**src/rtl/fir_controller_if.sv**
```systemverilog
// Control bundle between the sample source, the FIR sequencing controller
// and the serial-MAC datapath. The slave side is the controller; the master
// side is whatever presents samples and observes the control strobes.
interface fir_controller_if #(
    parameter int AddrWidth = 6,
    parameter int CntWidth  = 16
);
    logic                 in_valid;
    logic                 in_ready;
    logic                 shift;
    logic                 flush;
    logic [AddrWidth-1:0] address;
    logic                 out_valid;
    logic                 busy;
    logic                 drop;
    logic [CntWidth-1:0]  drop_count;

    modport master (
        output in_valid,
        input  in_ready, shift, flush, address, out_valid, busy, drop, drop_count
    );

    modport slave (
        input  in_valid,
        output in_ready, shift, flush, address, out_valid, busy, drop, drop_count
    );
endinterface

```
**src/rtl/fir_controller.sv**
```systemverilog
// Sequencing controller for a serial-MAC FIR datapath. One sample is taken
// in IDLE, the single multiplier is stepped over all taps in MAC, one DRAIN
// cycle lets the last product reach the accumulator, and DONE flags the one
// cycle in which the datapath output is complete. Samples offered while busy
// are counted as drops and never shifted in.
module fir_controller #(
    parameter int FIR_size  = 64,
    parameter int AddrWidth = 6,
    parameter int CntWidth  = 16
) (
    input  logic               clk,
    input  logic               rst,
    fir_controller_if.slave    bus
);

    typedef enum logic [1:0] {
        IDLE  = 2'd0,
        MAC   = 2'd1,
        DRAIN = 2'd2,
        DONE  = 2'd3
    } state_t;

    localparam logic [AddrWidth-1:0] LAST_TAP  = AddrWidth'(FIR_size - 1);
    localparam logic [CntWidth-1:0]  CNT_MAX   = {CntWidth{1'b1}};

    state_t               state;
    state_t               state_nxt;
    logic [AddrWidth-1:0] cnt;
    logic [AddrWidth-1:0] cnt_nxt;
    logic                 accept;
    logic                 drop_r;
    logic [CntWidth-1:0]  drop_cnt_r;

    // Accept only in IDLE; a sample offered while reset is held is ignored.
    assign accept = bus.in_valid && (state == IDLE) && !rst;

    // State register and tap counter.
    always_ff @(posedge clk or posedge rst) begin
        if (rst) begin
            state <= IDLE;
            cnt   <= '0;
        end else begin
            state <= state_nxt;
            cnt   <= cnt_nxt;
        end
    end

    // Next-state and tap-counter sequencing.
    always_comb begin
        state_nxt = state;
        cnt_nxt   = cnt;
        case (state)
            IDLE: begin
                if (accept) begin
                    state_nxt = MAC;
                    cnt_nxt   = '0;
                end
            end
            MAC: begin
                if (cnt == LAST_TAP) begin
                    state_nxt = DRAIN;
                end else begin
                    cnt_nxt = cnt + AddrWidth'(1);
                end
            end
            DRAIN:   state_nxt = DONE;
            DONE:    state_nxt = IDLE;
            default: state_nxt = IDLE;
        endcase
    end

    // Datapath control outputs decoded from the current state.
    always_comb begin
        bus.in_ready  = (state == IDLE);
        bus.shift     = accept;
        bus.flush     = accept;
        bus.address   = (state == MAC) ? cnt : '0;
        bus.out_valid = (state == DONE);
        bus.busy      = (state != IDLE);
    end

    // Registered drop pulse and saturating drop counter.
    always_ff @(posedge clk or posedge rst) begin
        if (rst) begin
            drop_r     <= 1'b0;
            drop_cnt_r <= '0;
        end else begin
            drop_r <= bus.in_valid && (state != IDLE);
            if (drop_r && (drop_cnt_r != CNT_MAX)) begin
                drop_cnt_r <= drop_cnt_r + CntWidth'(1);
            end
        end
    end

    assign bus.drop       = drop_r;
    assign bus.drop_count = drop_cnt_r;

endmodule

```
**src/flat_wrapper.sv**
```systemverilog
// flat-port wrapper written by rule: the top's interface ports become plain ports
module fir_controller_flat 
#(
    parameter int FIR_size  = 64,
    parameter int AddrWidth = 6,
    parameter int CntWidth  = 16
)
  (clk, rst, bus_in_valid, bus_in_ready, bus_shift, bus_flush, bus_address, bus_out_valid, bus_busy, bus_drop, bus_drop_count);
  fir_controller_if #(.AddrWidth(AddrWidth), .CntWidth(CntWidth)) bus_i ();
  input  logic clk;
  input  logic rst;
  input wire logic [$bits(bus_i.in_valid)-1:0] bus_in_valid;
  output wire logic [$bits(bus_i.in_ready)-1:0] bus_in_ready;
  output wire logic [$bits(bus_i.shift)-1:0] bus_shift;
  output wire logic [$bits(bus_i.flush)-1:0] bus_flush;
  output wire logic [$bits(bus_i.address)-1:0] bus_address;
  output wire logic [$bits(bus_i.out_valid)-1:0] bus_out_valid;
  output wire logic [$bits(bus_i.busy)-1:0] bus_busy;
  output wire logic [$bits(bus_i.drop)-1:0] bus_drop;
  output wire logic [$bits(bus_i.drop_count)-1:0] bus_drop_count;
  assign bus_i.in_valid = bus_in_valid;
  assign bus_in_ready = bus_i.in_ready;
  assign bus_shift = bus_i.shift;
  assign bus_flush = bus_i.flush;
  assign bus_address = bus_i.address;
  assign bus_out_valid = bus_i.out_valid;
  assign bus_busy = bus_i.busy;
  assign bus_drop = bus_i.drop;
  assign bus_drop_count = bus_i.drop_count;
  fir_controller #(.FIR_size(FIR_size), .AddrWidth(AddrWidth), .CntWidth(CntWidth)) u_core (.clk(clk), .rst(rst), .bus(bus_i));
endmodule
```
**config.mk**
```make
export PLATFORM = sky130hd
export DESIGN_NAME = fir_controller_flat
export DESIGN_NICKNAME = d
export VERILOG_FILES = /design/src/rtl/fir_controller_if.sv /design/src/rtl/fir_controller.sv /design/src/flat_wrapper.sv
export SDC_FILE = /design/constraint.sdc
export NUM_CORES = 1
export LEC_CHECK = 0
export ABC_AREA = 1
export CAP_MARGIN = 20
export CORE_MARGIN = 2
export CORE_UTILIZATION = 47
export CTS_CLUSTER_DIAMETER = 150
export DETAILED_ROUTE_END_ITERATION = 7
export GPL_ROUTABILITY_DRIVEN = 0
export GPL_TIMING_DRIVEN = 0
export HOLD_SLACK_MARGIN = 0.15
export PLACE_DENSITY = 0.8
export SLEW_MARGIN = 15
export SYNTH_ARGS = -nofsm -noshare
export SYNTH_HDL_FRONTEND = slang
export SYNTH_SLANG_ARGS = --single-unit
```
**constraint.sdc**
```tcl
create_clock -name clk -period 1.35 [get_ports clk]
set_input_delay 0.405 -clock clk [delete_from_list [all_inputs] [get_ports clk]]
set_output_delay 0.405 -clock clk [all_outputs]
set_load 0.005 [all_outputs]
```
# Word-level counts from Yosys, hierarchy flattened
# Index checks and enable logic that the tools add are counted.
dict set report totals {
  register_bits 25
  in_bits 3
  output_inout_bits 28
}
dict set report op_classes {
  add_sub_neg 2
  n_eq_ne 8
  mux 7
  reduce_logical 10
}
# operator count
set ops {}
lappend ops {{$mux 6} 3}
lappend ops {{$add 16x1->16 const B} 1}
lappend ops {{$ne 16x16->1 const B} 1}
lappend ops {{$pmux 6 s2} 1}
lappend ops {{$pmux 2 s4} 1}
lappend ops {{$add 6x1->6 const B} 1}
lappend ops {{$eq 6x6->1 const B} 1}
lappend ops {{$eq 2x2->1 const B} 2}
lappend ops {{$logic_and 1x1->1} 4}
lappend ops {{$mux 2} 2}
lappend ops {{$ne 2x1->1 const B} 2}
lappend ops {{$reduce_bool 2->1} 2}
lappend ops {{$reduce_and 3->1} 1}
lappend ops {{$eq 2x1->1 const B} 1}
lappend ops {{$logic_not 2->1} 1}
lappend ops {{$ne 2x2->1 const B} 1}
lappend ops {{$reduce_and 2->1} 1}
lappend ops {{$logic_not 1->1} 1}

# Longest topological paths before layout
dict set report depth {
  ltp_word 5
  depth_mapped 8
  mapped_depth_nobuf 8
}

# Worst setup path after synthesis
# OpenSTA, ideal clock, no wires.
dict set report synth_path {
  path_type {flip-flop to output port}
  start {reg u_core.state[0]}
  end {out bus_shift}
  arrival_ns 1.201
  required_time_ns 0.945
  setup_slack_ns -0.256
  stages_incl_launch_ff 6
  n_path_buf 1
  path_cell_list {dfrtp_1 inv_1 ha_1 inv_1 nor3_1 buf_4}
}
dict set report synth_between {
  elab_chain_cells 3
}
# element line
set synth_lines {}
lappend synth_lines {{start: declaration} fir_controller.sv:26} ;# state_t state;
lappend synth_lines {{start signal: assignment} fir_controller.sv:43} ;# state <= state_nxt;
lappend synth_lines {{$logic_not 2->1} n/a}
lappend synth_lines {{named net bus_in_ready} flat_wrapper.sv:13} ;# output wire logic [$bits(bus_i.in_ready)-1:0] bus_in_ready;
lappend synth_lines {{$logic_and 1x1->1 (2 in a row)} fir_controller.sv:35} ;# assign accept = bus.in_valid && (state == IDLE) && !rst;
lappend synth_lines {{end: declaration} flat_wrapper.sv:14} ;# output wire logic [$bits(bus_i.shift)-1:0] bus_shift;
# The timed path passes the listed nets, and every way through them passes these cells.

# Worst setup path in the final report
dict set report layout_path {
  start {reg u_core.state[0]}
  end {out bus_address[1]}
}
dict set report layout_between {
  elab_chain_cells 2
}
# element line
set layout_lines {}
lappend layout_lines {{$eq 2x1->1} fir_controller.sv:77} ;# bus.address = (state == MAC) ? cnt : '0;
lappend layout_lines {{$mux 6} fir_controller.sv:77}
lappend layout_lines {{end: declaration} flat_wrapper.sv:16} ;# output wire logic [$bits(bus_i.address)-1:0] bus_address;
# No other way between the ends.

==> qor.json <==
{
  "grt_max_degree": 26,
  "area_added_between_synthesis_and_finish_pct": 59.1,
  "timing.critical_path.mode_cell": "sky130_fd_sc_hd__buf_6",
  "cts_buffers": 3,
  "clock_insertion_delay_worst_skew_ns": 0.34,
  "ys_types": 22,
  "worst_r2r_path_depth": 10,
  "dp.cells": 314,
  "hold_viol_final": 0,
  "static-leakage-power_nw": 1.34,
  "floorplan.die_area_sq_mm": 0.00398,
  "first_pass_iters": 4,
  "ys_seq_elements": 25,
  "timing.final.max_slew_violations": 0,
  "finalSetupTns_ns": -8.00,
  "worst-path-max-fanout": 6,
  "layout.cells.non_filler": 359,
  "routed-via-count": 1849,
  "tightest_slew_ns": 0.552,
  "outcome": "complete, but fails checks",
  "syn_inst": 238,
  "synthesis.yosys.warnings": 0,
  "ios": 31,
  "gr-usage-met3": 0.0286,
  "clkTransAtPathRegs_ns": 0.15,
  "first_global_vias": 1788,
  "grt_antenna_before_repair": 0,
  "path_cells": "buf_6 > ha_4 > buf_6 > nand2_2 > inv_2 > buf_2",
  "nets": 324,
  "synth_area_per_cell_sq_um": 6.89,
  "post-route-min-period_ns": 1.85,
  "initial_core_util": 0.492,
  "clock-sinks": 25,
  "regToRegEndpoint": "u_core.cnt[2]$_DFFE_PP0P_",
  "final.setup_skew_ns": 0.0158,
  "global_route.usage.total": 0.251,
  "post-route-worst-setup-slack_ns": -0.500,
  "finalSetupViolCount": 37,
  "critical_path.max_stage_delay_ns": 0.47,
  "grt_first_pass_wirelength_microns": 8020,
  "place.port_buffers": 30,
  "r2r_start": "u_core.state[0]$_DFFE_PP0P_",
  "clock_tree.buffer_depth": 2,
  "crit_slowest_cell": "sky130_fd_sc_hd__dfrtp_2",
  "worst-r2r-setup-slack_ns": -0.35,
  "fmaxAchievable_mhz": 541,
  "first_drt_iteration_drcs": 115,
  "critPathArrivalTime_ns": 1.44,
  "ys_async_sr_fraction": 1.00,
  "post_route_cells_drive_above_1_share": 0.498,
  "die_x_microns": 63.1,
  "global_route.peak_usage_layer": "met2",
  "mappedNetlistNets": 248,
  "synth_enable_flop_cells": 0,
  "timing.critical_path.from": "u_core.state[0]$_DFFE_PP0P_",
  "max_slew_margin": 0.632,
  "row_count": 21,
  "synth.cell_area_sq_mm": 0.00164,
  "setup_repair_after_global_routing_missed_its_margin": "yes",
  "drv.max_cap_violation_count": 0,
  "crit_path_end_kind": "output pin",
  "core_sq_mm": 0.00334,
  "tritoncts_clock_tree": "yes",
  "violated_checks": "setup timing",
  "required_time_at_the_worst_slack_endpoint_ns": 0.95,
  "dp.final_hpwl_microns": 2650,
  "synth_sequential_area_ratio": 0.381,
  "detail_route.vias_per_cell": 5.15,
  "dominantRegCellSynth": "sky130_fd_sc_hd__dfrtp_1",
  "final_antenna_net_count": 0,
  "detail_route.wl_per_cell_microns": 14.8,
  "layout_worst_path_cycle_share": 1.37,
  "cts.htree.levels": 1,
  "antenna_cells": 0,
  "peakVddDrop_v": 0.00114,
  "type_of_the_worst_setup_path": "flop to output pin",
  "min-delay-path-class": "input port to async pin",
  "drc": 0,
  "routed_wirelength_microns": 5330,
  "groute.layer.met2.usage": 0.471,
  "clk_root_buffer_cell": "sky130_fd_sc_hd__clkbuf_4",
  "die_h_microns": 63.1,
  "grt.overflow.total": 0,
  "start_kind": "flop",
  "pwr_density_cell_mw_per_mm2": 1420,
  "grt_util_met1": 0.294,
  "cts_hold_buf": 0
}
-- what timing repair did --
action | 4_1_cts | 5_1_grt
setup endpoints to repair | 65 | 47
pin swaps | 18 | 30
gates resized for setup | 142 | 75
cloned | 3 | 0
setup buffers | 33 | 5
-- placed cells by master (no fill, tap or decap), drive strengths merged, types with 2 or more instances in the layout --
cell / n
nand3: 19
nor2: 24
or2: 2
nand2: 101
o21ai: 12
xnor2: 3
clkbuf: 14
dfrtp: 25
ha: 7
buf: 63
inv: 32
nand4: 4
clkdlybuf4s50: 2
-- worst max path at each step --
| stage | endpoint | cells after the start |
|---|---|---|
| floorplan | bus_shift | 5 |
| global placement | bus_shift | 4 |
| detailed placement | bus_shift | 5 |
| CTS | bus_address[2] | 6 |
| global route | bus_shift | 6 |
| finish | bus_address[1] | 6 |
-- cells by family after synthesis --
family,count (synthesis),synth area share
DFF,25,0.381
AOI/OAI and AO/OA,13,0.0481
adders and majority gates,7,0.0534
xor gates and xnor gates,4,0.0214
and+or+nand+nor,152,0.403
buffers and inverters,37,0.0931
-- metal layers --
layer	wire length (microns)	part of all wire
met3	217	0.041
met5	0	0
met2	2850	0.54
met1	2040	0.38
met4	219	0.041
-- cell type report --
class / instances / area [sq um]
inverter: 33 / 133
clock buffer: 4 / 26.3
multi-input combinational: 176 / 1170
buffer: 4 / 41.3
sequential: 25 / 633
fill: 241 / 727
timing repair buffer: 71 / 553
tap: 46 / 57.6
-- registers in the layout (all words and copies together), names as in the netlist --
signal / flops
u_core.cnt: 6
u_core.bus.drop: 1
u_core.bus.drop_count: 16
u_core.state: 2
-- cell usage after synthesis (2+ instances only) --
cell	n	area, sq um
sky130_fd_sc_hd__nand2_1	98	368
sky130_fd_sc_hd__inv_1	33	124
sky130_fd_sc_hd__dfrtp_1	25	626
sky130_fd_sc_hd__nand3_1	19	95.1
sky130_fd_sc_hd__nor2_1	18	67.6
sky130_fd_sc_hd__o21ai_0	11	55.1
sky130_fd_sc_hd__ha_1	7	87.6
sky130_fd_sc_hd__nor2_2	4	25.0
sky130_fd_sc_hd__nand2_2	3	18.8
sky130_fd_sc_hd__nand4_1	3	18.8
sky130_fd_sc_hd__xnor2_1	3	26.3
sky130_fd_sc_hd__buf_2	2	10.0
sky130_fd_sc_hd__nor2_4	2	22.5
sky130_fd_sc_hd__or2_2	2	12.5
-- metrics by stage --
stage	total power [W]	instance area [sq um]	utilization	hold WS, ns	setup slack [ns]
4_1_cts	0.00330	2420	0.724	0.571	-0.463
3_5_place_dp	0.00236	2030	0.609	0.526	-0.749
5_1_grt	0.00395	2610	0.782	0.632	-0.570
6_report	0.00372	2610	0.782	0.574	-0.500
3_3_place_gp	0.00232	2030	0.609	0.503	-0.749
2_1_floorplan	0.00185	1680	-	0.432	-0.0624
-- critical path, delay by kind of cell, from the launching register on --
family | cells | cell delay (ns)
fa+ha+maj | 1 | 0.18
simple gates | 1 | 0.06
flops | 1 | 0.47
buf+inv | 4 | 0.41
-- where the power goes --
part           internal, W  switching, W
Combinational      0.00115       0.00117
Sequential        0.000897      0.000148
Clock             0.000116      0.000240
Note: power is estimated with default switching activity, not from simulation.
